**config.mk**
```make
export PLATFORM = sky130hd
export DESIGN_NAME = rca4_adder
export DESIGN_NICKNAME = d
export VERILOG_FILES = /design/src/rtl/rca4_adder.sv
export SDC_FILE = /design/constraint.sdc
export NUM_CORES = 1
export LEC_CHECK = 0
export BUFFER_PORTS_ARGS = -buffer_cell sky130_fd_sc_hd__buf_2
export CORE_AREA = 2 2 39 41
export DETAILED_ROUTE_END_ITERATION = 16
export DIE_AREA = 0 0 41 43
export GPL_ROUTABILITY_DRIVEN = 0
export PLACE_DENSITY = 0.58
export REMOVE_ABC_BUFFERS = 1
export SLEW_MARGIN = 20
export SYNTH_ARGS = -nofsm -noshare
export SYNTH_HDL_FRONTEND = slang
export SYNTH_SLANG_ARGS = --single-unit
```
**constraint.sdc**
```tcl
create_clock -name clk -period 2.55 [get_ports clk]
set_input_delay 0.3825 -clock clk [delete_from_list [all_inputs] [get_ports clk]]
set_output_delay 0.3825 -clock clk [all_outputs]
set_load 0.03 [all_outputs]
```
**src/rtl/rca4_adder.sv**
```systemverilog
// rca4_adder: WIDTH-bit ripple-carry adder built from explicit full-adder cells.
// The combinational {cout, sum} can be chained cout->cin across instances to
// build wider adders. A registered copy with a one-cycle valid flag is provided
// for pipelined use.
// Optional feature macro: RCA4_OVF_EN adds signed-overflow outputs ovf/ovf_q.
module rca4_adder #(
   parameter int unsigned WIDTH = 4
) (
   input  logic             clk,
   input  logic             rst_n,
   input  logic [WIDTH-1:0] a,
   input  logic [WIDTH-1:0] b,
   input  logic             cin,
   input  logic             in_valid,
   output logic [WIDTH-1:0] sum,
   output logic             cout,
   output logic [WIDTH-1:0] sum_q,
   output logic             cout_q,
`ifdef RCA4_OVF_EN
   output logic             ovf,
   output logic             ovf_q,
`endif
   output logic             valid_q
);

   // Carry chain: w_c[0] is the carry-in, w_c[WIDTH] the carry-out.
   logic [WIDTH:0]   w_c;
   logic [WIDTH-1:0] w_s;

   logic [WIDTH-1:0] r_sum;
   logic             r_cout;
   logic             r_valid;

   assign w_c[0] = cin;

   // One full-adder cell per bit; the carry ripples LSB to MSB.
   for (genvar i = 0; i < WIDTH; i++) begin : g_cell
      assign w_s[i]   = a[i] ^ b[i] ^ w_c[i];
      assign w_c[i+1] = (a[i] & b[i]) | (a[i] & w_c[i]) | (b[i] & w_c[i]);
   end

   assign sum  = w_s;
   assign cout = w_c[WIDTH];

   // Result capture: load on in_valid, otherwise hold data and drop valid.
   always_ff @(posedge clk or negedge rst_n) begin
      if (!rst_n) begin
         r_sum   <= '0;
         r_cout  <= 1'b0;
         r_valid <= 1'b0;
      end else begin
         r_valid <= in_valid;
         if (in_valid) begin
            r_sum  <= w_s;
            r_cout <= w_c[WIDTH];
         end
      end
   end

   assign sum_q   = r_sum;
   assign cout_q  = r_cout;
   assign valid_q = r_valid;

`ifdef RCA4_OVF_EN
   logic w_ovf;
   logic r_ovf;

   // Two's-complement overflow: carry into and out of the sign bit disagree.
   assign w_ovf = w_c[WIDTH] ^ w_c[WIDTH-1];
   assign ovf   = w_ovf;

   // Overflow capture follows the same load/hold/reset rules as cout_q.
   always_ff @(posedge clk or negedge rst_n) begin
      if (!rst_n) begin
         r_ovf <= 1'b0;
      end else if (in_valid) begin
         r_ovf <= w_ovf;
      end
   end

   assign ovf_q = r_ovf;
`endif

endmodule

```
==> run metrics, run 1 <==
post-synthesis mux area share 17.4%; Crit Path Class in2out; initial antenna violation count 0; crit path cell chain buf_2 > inv_1 > fa_1 > inv_1 > fa_2 > fa_2 > inv_2 > fa_1 > inv_2 > buf_6; synth warn 0; endpoints failing setup 0; cell leakage power 0.280 nW; Clock Tree Root clkbuf_4; commonest cells in the netlist 10 x inv_1, 6 x dfrtp_1, 5 x mux2_2; Seq/Total Area, Yosys 46.3%; min cycle time layout 2.49 ns; Total GRT Usage 8.02%; Crit-path slowest cell fa_1; Post-Syn Area per Cell 13.0 um2; Synth area leaders dfrtp_1 46%, fa_1 25%, mux2_2 17%; Pwr Density 717 nW/um2; R2R Setup Slk 1.79 ns; CP endpoint kind output port; # IOs 23; Die Footprint 1760 um2; Adder-Cell Fraction of Synth Area 24.7%; Synth Area in Compound Gates 0%; die span in y 43 um; worst min-delay path class in2reg; DRT iter0 DRCs 0; status complete, no violations; first-pass GRT wire length 890 um; synthesized area 324 um2; Inserted Diodes 0; post-route DRC violation count 0; Clock transition at path regs 0.04 ns; Nets 70; fin util 36.5%; drt first pass iters 1; total number of vias 267; max-cap viol count 0; Crit Path Max Fanout 2; WP data arrival 2.11 ns; CTS sink cnt 6; vias in the first global route 255; most numerous cell in the Yosys netlist inv_1; drt total wl 641 um; total gr overflow 0; main combinational cell family by area after synthesis adder cells; final hold slack 0.350 ns; async set-or-reset flop fraction in the synthesized netlist 100%; maximum clock insertion buffer count 2; Synth area leader dfrtp_1; Cell variety after synth 4; max frequency 401 MHz; CTS buffer count 3; core area 1380 um2; Worst-Skew Late Latency 0.24 ns; DPL Wire Length 541 um; Synth Flop Type dfrtp_1; endpoints failing hold 0; wire length per cell 9.43 um; layout cell share with drive strength beyond 1 67.3%; Die Width 41 um; Yosys top cell area share 46.3%; worst rel slew slack 89.7%; Least-Margin Pin Slew 0.156 ns; fin crit share 97.8%; startpoint types input port; Post-DRT Antenna Nets 0; skew final 0 ns; CTS tree done; Req. time, crit path 2.17 ns; unrepaired setup endpoints after global routing yes; Post-synth EDFFs 0; drt via density 3.93; # rows 14; final number of max-transition violations 0; Initial Utilization 23.4%; Slowest Stage Delay on Critical Path 0.41 ns; H-tree Lvls 1; largest net degree at the start of global routing 7; post-synthesis register bit count 6; Synth Area in Simple Gates 0%; Post-Synth XOR/XNOR Area 0%; Synth Instances 25; maximum VDD drop 0.354 mV; area delta synth->final 56.0%; Buffers on Ports 22
[final cells by class]
type | instances | area (um2)
Clock buffer | 3 | 22.5
Tap cell | 16 | 20.0
Fill cell | 140 | 878
Multi-Input combinational cell | 9 | 141
Inverter | 10 | 37.5
Sequential cell | 6 | 150
Timing Repair Buffer | 24 | 134
[report_power, final]
group | internal, mW | total (mW) | switching (mW)
Sequential | 0.113 | 0.121 | 0.00808
Clock | 0.0530 | 0.0837 | 0.0307
Combinational | 0.0584 | 0.158 | 0.0992
[state kept, by name, indices dropped and copies added, names as in the netlist]
signal and cells:
sum_q 4, cout_q 1, valid_q 1
[per-layer routing]
metal	routed length (um)	up-vias	part of all wire, %	GRT usage, %
met2	289	21	45	12.5
met5	0	-	0	0
met1	253	121	39	7.00
met4	0	0	0	2.00
met3	97	0	15	7.85
li1	-	125	-	-
[timing repair]
action                     CTS  global route
pin swaps                    1             1
cloned                       0             0
hold endpoints to repair     6             0
gates resized for setup      6             0
hold buffers                 1             0
setup endpoints to repair    1             1
setup buffers                0             1
[placed cells by master (no fill, tap or decap)]
cell	count
fa_1	2
clkbuf_4	3
inv_2	2
dlygate4sd3_1	1
fa_2	2
mux2_2	5
buf_2	21
dfrtp_1	6
buf_6	1
buf_4	1
inv_1	8
[metrics by stage]
step                      total power, mW  area, um2  setup WS (ns)  std cells  setup TNS [ns]
after floorplan                     0.223        324          0.121         25               0
after global placement              0.268        454        -0.0740         63         -0.0740
after detailed placement            0.270        454         -0.109         63          -0.109
after CTS                           0.365        498         0.0294         67               0
after global routing                0.385        505        -0.0116         68         -0.0116
final                               0.363        505         0.0559         68               0
[cell families (layout without fill, tap and decap cells)]
group,Yosys count,in the layout
flip-flops,6,6
buffers and inverters,10,37
multiplexers,5,5
adder cells (fa/ha/maj),4,4
[critical path, delay by kind of cell]
| family | cells | cell delay, ns |
|---|---|---|
| fa+ha+maj | 4 | 1.26 |
| buf+inv | 6 | 0.48 |
[final timing paths]
| path | startpoint | end | cells past startpoint |
|---|---|---|---|
| max in group asynchronous | rst_n | sum_q[1] | 2 |
| worst min-delay path | in_valid | valid_q | 1 |
| worst max-delay path | a[0] | sum[3] | 10 |
| min in group asynchronous | rst_n | sum_q[2] | 2 |
| worst max register to register | cout_q | cout_q | 1 |
| worst min register to register | sum_q[0] | sum_q[0] | 1 |
(Power assumes the default switching activity.)
==> inputs of run 2 (changes only) <==
- ABC_AREA: unset -> 1
- PLACE_DENSITY: 0.58 -> 0.59
==> run 2 against run 1 <==
Against the previous run: sequential cell count is the same; die area unchanged; combinational power shrank 10%; global-route usage up 1.1 points; first-iteration DRC count up 7; highest routed layer is now met4; via count is 10% higher; sequential power down 5%; utilization grew 0.27 points.
==> run metrics, run 2 <==
Cell variety after synth 5 (+1); Inserted Diodes 0 (unchanged); Crit Path Class in2out; area delta synth->final 55.3%; DPL Wire Length 523 um (-3.3%); Clock transition at path regs 0.04 ns (about the same); Clock Tree Root clkbuf_4; status complete, no violations; WP data arrival 2.08 ns (-0.03 ns); async set-or-reset flop fraction in the synthesized netlist 100% (unchanged); Synth area leader dfrtp_1; synth warn 0 (unchanged); worst hold path startpoint in_valid; post-synthesis mux area share 0% (-17 points); largest net degree at the start of global routing 8 (+1); Die Footprint 1760 um2 (unchanged); post-synthesis register bit count 6 (unchanged); min cycle time layout 2.46 ns (-0.0317 ns); commonest cells in the netlist 15 x nand2_1, 10 x inv_1, 6 x dfrtp_1; most frequent cells in the layout 21 x buf_2, 15 x nand2_1, 6 x inv_1, 6 x dfrtp_1, 5 x inv_2; Final Cell Area 509 um2 (+0.74%); drt via density 3.72 (-5.2%); Crit Path Max Fanout 2 (unchanged); Synth Instances 36 (+44%); switch share 38.2% (+0.18 points); vias in the first global route 280 (+9.8%); final setup margin 0.0876 ns (+0.0317 ns); # IOs 23 (unchanged); Pwr Density 669 nW/um2 (-6.7%); Post-Place Cells 75 (+19%); Setup TNS 0 ns (unchanged); skew final 0 ns (unchanged); Area after DPL 465 um2 (+2.5%); CTS sink cnt 6 (unchanged); Post-DRT Antenna Nets 0 (unchanged); Place WS -0.0779 ns (+0.0309 ns); Post-Synth XOR/XNOR Area 0% (unchanged); CP endpoint kind output port; RR Startpoint sum_q[1]; main combinational cell family by area after synthesis adder cells; initial antenna violation count 0 (unchanged); endpoints failing setup 0 (unchanged); clock power share 24.6% (+1.5 points); wire length per cell 7.92 um (-16%); Final Power 0.341 mW (-6.0%); Synth area leaders dfrtp_1 46%, fa_1 24%, nand2_1 17%; fin util 36.8% (+0.27 points); Buffers on Ports 22 (unchanged); endpoints failing hold 0 (unchanged); combinational share of power 41.7% (-1.8 points); Adder-Cell Fraction of Synth Area 24.4% (-0.28 points); Post-synth EDFFs 0 (unchanged); unrepaired setup endpoints after global routing no; maximum VDD drop 0.193 mV (-45%); first-pass GRT wire length 1.03 mm (+16%); total number of vias 294 (+10%); CP Launch Point a[0]; synthesized area 328 um2 (+1.2%); Sw Pwr 0.130 mW (-5.6%); Yosys top cell area share 45.8% (-0.53 points); drt first pass iters 4 (+3); max-cap viol count 0 (unchanged); CTS tree done; final hold slack 0.340 ns (-0.00953 ns); max frequency 406 MHz (+1.3%); postcts setup bufs 0 (unchanged); post-route DRC violation count 0 (unchanged); most common cell after layout, fill and taps aside buf_2; Req. time, crit path 2.17 ns (about the same); final number of max-transition violations 0 (unchanged); maximum clock insertion buffer count 2 (unchanged); worst min-delay path class in2reg; most numerous cell in the Yosys netlist nand2_1; die span in y 43 um (unchanged); # rows 14 (unchanged); worst rel slew slack 89.3% (-0.32 points); Reg power frac 33.7% (+0.3 points); cell leakage power 0.310 nW (+11%); DRT iter0 DRCs 7 (+7); fin crit share 96.6% (-1.2 points); Synth Area in Compound Gates 0% (unchanged); H-tree Lvls 1 (unchanged); Total GRT Usage 9.16% (+1.1 points); Least-Margin Pin Slew 0.161 ns (+0.00477 ns); CTS buffer count 3 (unchanged); total gr overflow 0 (unchanged); Nets 81 (+16%); startpoint types input port; drt total wl 626 um (-2.3%); Pint 0.210 mW (-6.3%); Non-Filler Instances 79 (+16%); Synth Flop Type dfrtp_1; Worst-Skew Late Latency 0.24 ns (about the same); max FFs per register 4 (unchanged); core area 1380 um2 (unchanged); Seq/Total Area, Yosys 45.8% (-0.53 points); Synth Area in Simple Gates 17.2% (+17 points); layout cell share with drive strength beyond 1 52.4% (-15 points); Initial Utilization 23.7% (+0.27 points); Die Width 41 um (unchanged); Post-Syn Area per Cell 9.11 um2 (-30%)
==> run 2: layout make-up <==
type | instances | area (um2)
inverters | 11 | 41.3
clock buffers | 3 | 22.5
well taps | 16 | 20.0
flip-flops and latches | 6 | 150
fillers | 157 | 875
multi-input cells | 19 | 141
repair buffers | 24 | 134
==> run 2: kinds of logic (layout without fill, tap and decap cells) <==
logic type | Yosys count | count (layout)
buffers and inverters | 11 | 38
adder cells (fa/ha/maj) | 4 | 4
AND/OR/NAND/NOR | 15 | 15
flip-flops | 6 | 6
==> run 2: routing by layer <==
metal / GRT usage, % / vias to the layer above / share of wire [%]
li1: - / 153 / -
met1: 9.40 / 125 / 36
met2: 13.8 / 14 / 54
met3: 1.57 / 2 / 8.8
met4: 10.0 / 0 / 1.3
met5: 0 / - / 0
==> run 2: critical path, cell delays in order <==
cell and delay, ns:
buf_2 0.10, inv_2 0.05, fa_1 0.15, inv_1 0.05, fa_2 0.33, fa_2 0.34, inv_2 0.06, fa_1 0.42
inv_2 0.08, buf_6 0.12
==> run 2: power groups by stage <==
stage | Sequential [mW] | Clock, mW | Combinational, mW
floorplan | 0.145 | 0 | 0.0609
global placement | 0.116 | 0 | 0.133
detailed placement | 0.116 | 0 | 0.135
CTS | 0.115 | 0.0892 | 0.143
global route | 0.117 | 0.0952 | 0.155
finish | 0.115 | 0.0837 | 0.142
==> run 2: final timing paths <==
kind / to / slack (ns) / depth (start not counted)
setup reg to reg: sum_q[1] / 1.97 / 2
max in group asynchronous: sum_q[3] / 1.91 / 2
setup / recovery: sum[3] / 0.09 / 10
hold reg to reg: sum_q[0] / 0.46 / 2
hold / removal: valid_q / 0.34 / 1
min in group asynchronous: sum_q[1] / 0.50 / 2
==> run 2: what timing repair did <==
action / CTS / global route
pin swaps: 0 / 1
endpoints found under the setup margin: 1 / 1
resized for setup: 4 / 4
hold endpoints to repair: 6 / 0
hold buffers: 1 / 0
==> inputs of run 3 (changes only) <==
- PLACE_DENSITY: 0.59 -> 0.61
- clock period: 2.55 -> 2 ns (I/O delays scaled with it)
==> run 3 against run 2 <==
Against the previous run: the flow now finishes with violations (negative setup slack); non-clock buffer count grew 3; utilization increased by 4.4 points; worst hold slack worse by 0.090 ns; cell count grew 3.8%; sequential share of layout area is 3.2 points lower; largest power group unchanged; global-route usage is 1.1 points lower; count of clock-buffer cells in the layout unchanged; setup slack got worse by 0.38 ns; die area stayed put.
==> run metrics, run 3 (same netlist as run 2, synthesis figures left out) <==
status finished with violations; final hold slack 0.250 ns (-0.0897 ns); Crit Path Max Fanout 2 (unchanged); DRT iter0 DRCs 5 (-2); Worst-Skew Late Latency 0.24 ns (about the same); vias in the first global route 257 (-8.2%); Inserted Diodes 0 (unchanged); Pint 0.292 mW (+39%); Req. time, crit path 1.70 ns (-0.47 ns); initial antenna violation count 0 (unchanged); unrepaired setup endpoints after global routing yes; largest net degree at the start of global routing 8 (unchanged); Crit Path Class in2out; Buffers on Ports 22 (unchanged); # rows 14 (unchanged); clock power share 23.7% (-0.9 points); Initial Utilization 23.7% (unchanged); worst rel slew slack 89.4% (about the same); failing checks negative setup slack; maximum clock insertion buffer count 2 (unchanged); Die Footprint 1760 um2 (unchanged); min cycle time layout 2.29 ns; Critical path buffers and inverters 6 (unchanged); Worst path top cell family by delay adder cells; Nets 84 (+3.7%); Setup TNS -0.396 ns (-0.396 ns); final setup margin -0.292 ns (-0.379 ns); wire length per cell 7.67 um (-3.2%); total number of vias 300 (+2.0%); final number of max-transition violations 0 (unchanged); endpoints failing setup 2 (+2); fin util 41.2% (+4.4 points); H-tree Lvls 1 (unchanged); Total GRT Usage 8.02% (-1.1 points); worst hold path startpoint in_valid; first-pass GRT wire length 917 um (-11%); CP Launch Point a[0]; fin crit share 115%; core area 1380 um2 (unchanged); startpoint types input port; Die Width 41 um (unchanged); maximum VDD drop 0.271 mV (+41%); # IOs 23 (unchanged); R2R cell count 2 (unchanged); Post-Place Cells 77 (+2.7%); CTS tree done; cell leakage power 0.331 nW (+6.9%); endpoints failing hold 0 (unchanged); CTS sink cnt 6 (unchanged); Area after DPL 480 um2 (+3.2%); worst hold path depth 1 (unchanged); layout cell share with drive strength beyond 1 60.6% (+8.2 points); Clock transition at path regs 0.04 ns (about the same); crit path cell chain buf_6 > inv_4 > fa_2 > inv_2 > fa_2 > fa_2 > inv_2 > fa_1 > inv_2 > buf_6; R2R Setup Slk 1.41 ns (-0.56 ns); layout filler cell count 157 (unchanged); CTS buffer count 3 (unchanged); Levels on crit path 10 (unchanged); Slowest Stage Delay on Critical Path 0.41 ns (about the same); Final Power 0.467 mW (+37%); die span in y 43 um (unchanged); skew final 0 ns (unchanged); max-cap viol count 0 (unchanged); WP data arrival 1.99 ns (-0.09 ns); DPL Wire Length 536 um (+2.4%); most common cell after layout, fill and taps aside buf_2; Post-DRT Antenna Nets 0 (unchanged); Reg power frac 31.5% (-2.2 points); drt via density 3.66 (-1.7%); Clock Tree Root clkbuf_4; Place WS -0.473 ns (-0.396 ns); Pwr Density 818 nW/um2 (+22%); Sw Pwr 0.175 mW (+34%); FF-to-FF End sum_q[0]; max FFs per register 4 (unchanged); area delta synth->final 74.0%; max frequency 436 MHz; most frequent cells in the layout 16 x buf_2, 15 x nand2_1, 6 x inv_2, 6 x dfrtp_1, 6 x buf_6; combinational share of power 44.8% (+3.1 points); total gr overflow 0 (unchanged); drt first pass iters 2 (-2); switch share 37.4% (-0.85 points); worst min-delay path class in2reg; RR Startpoint sum_q[0]; Non-Filler Instances 82 (+3.8%); Final Cell Area 571 um2 (+12%); CP endpoint kind output port; Least-Margin Pin Slew 0.160 ns (-0.000901 ns); post-route DRC violation count 0 (unchanged); Crit-path slowest cell fa_1; drt total wl 629 um (+0.48%); Hold Path End valid_q
==> run 3: area by class of cell <==
type / instances / area [um2] / area share [%]
clock buffer: 3 / 22.5 / 3.95
inverter: 11 / 46.3 / 8.11
multi-input combinational: 19 / 144 / 25.2
sequential: 6 / 150 / 26.3
tap: 16 / 20.0 / 3.51
timing repair buffer: 27 / 188 / 32.9
==> run 3: what timing repair did <==
item	4_1_cts	5_1_grt
endpoints found under the hold margin	6	0
setup endpoints to repair	3	3
setup buffers	0	1
gates cloned	0	0
resized for setup	13	8
hold buffers	1	0
==> run 3: worst register-to-register path, stage by stage (launching register included) <==
cell	delay (ns)
dfrtp_1	0.37
nand2_1	0.06
nand2_1	0.04
==> run 3: how the worst max path moves through the flow <==
stage / endpoint / slack, ns
6_report: sum[3] / -0.29
5_1_grt: sum[3] / -0.35
4_1_cts: sum[3] / -0.30
3_5_place_dp: sum[3] / -0.47
3_3_place_gp: sum[3] / -0.46
2_1_floorplan: sum[3] / -0.27
==> run 3: per-layer routing <==
layer / track usage, % / wire, um / vias up
li1: - / - / 158
met1: 9.33 / 227 / 126
met2: 11.3 / 326 / 14
met3: 1.57 / 50 / 2
met4: 8.00 / 23 / 0
met5: 0 / 0 / -
==> run 3: power by group through the flow <==
stage,clock (mW),sequential (mW),combinational [mW]
finish,0.111,0.147,0.209
global route,0.121,0.149,0.227
CTS,0.112,0.148,0.201
detailed placement,0,0.149,0.179
global placement,0,0.149,0.178
floorplan,0,0.185,0.0777
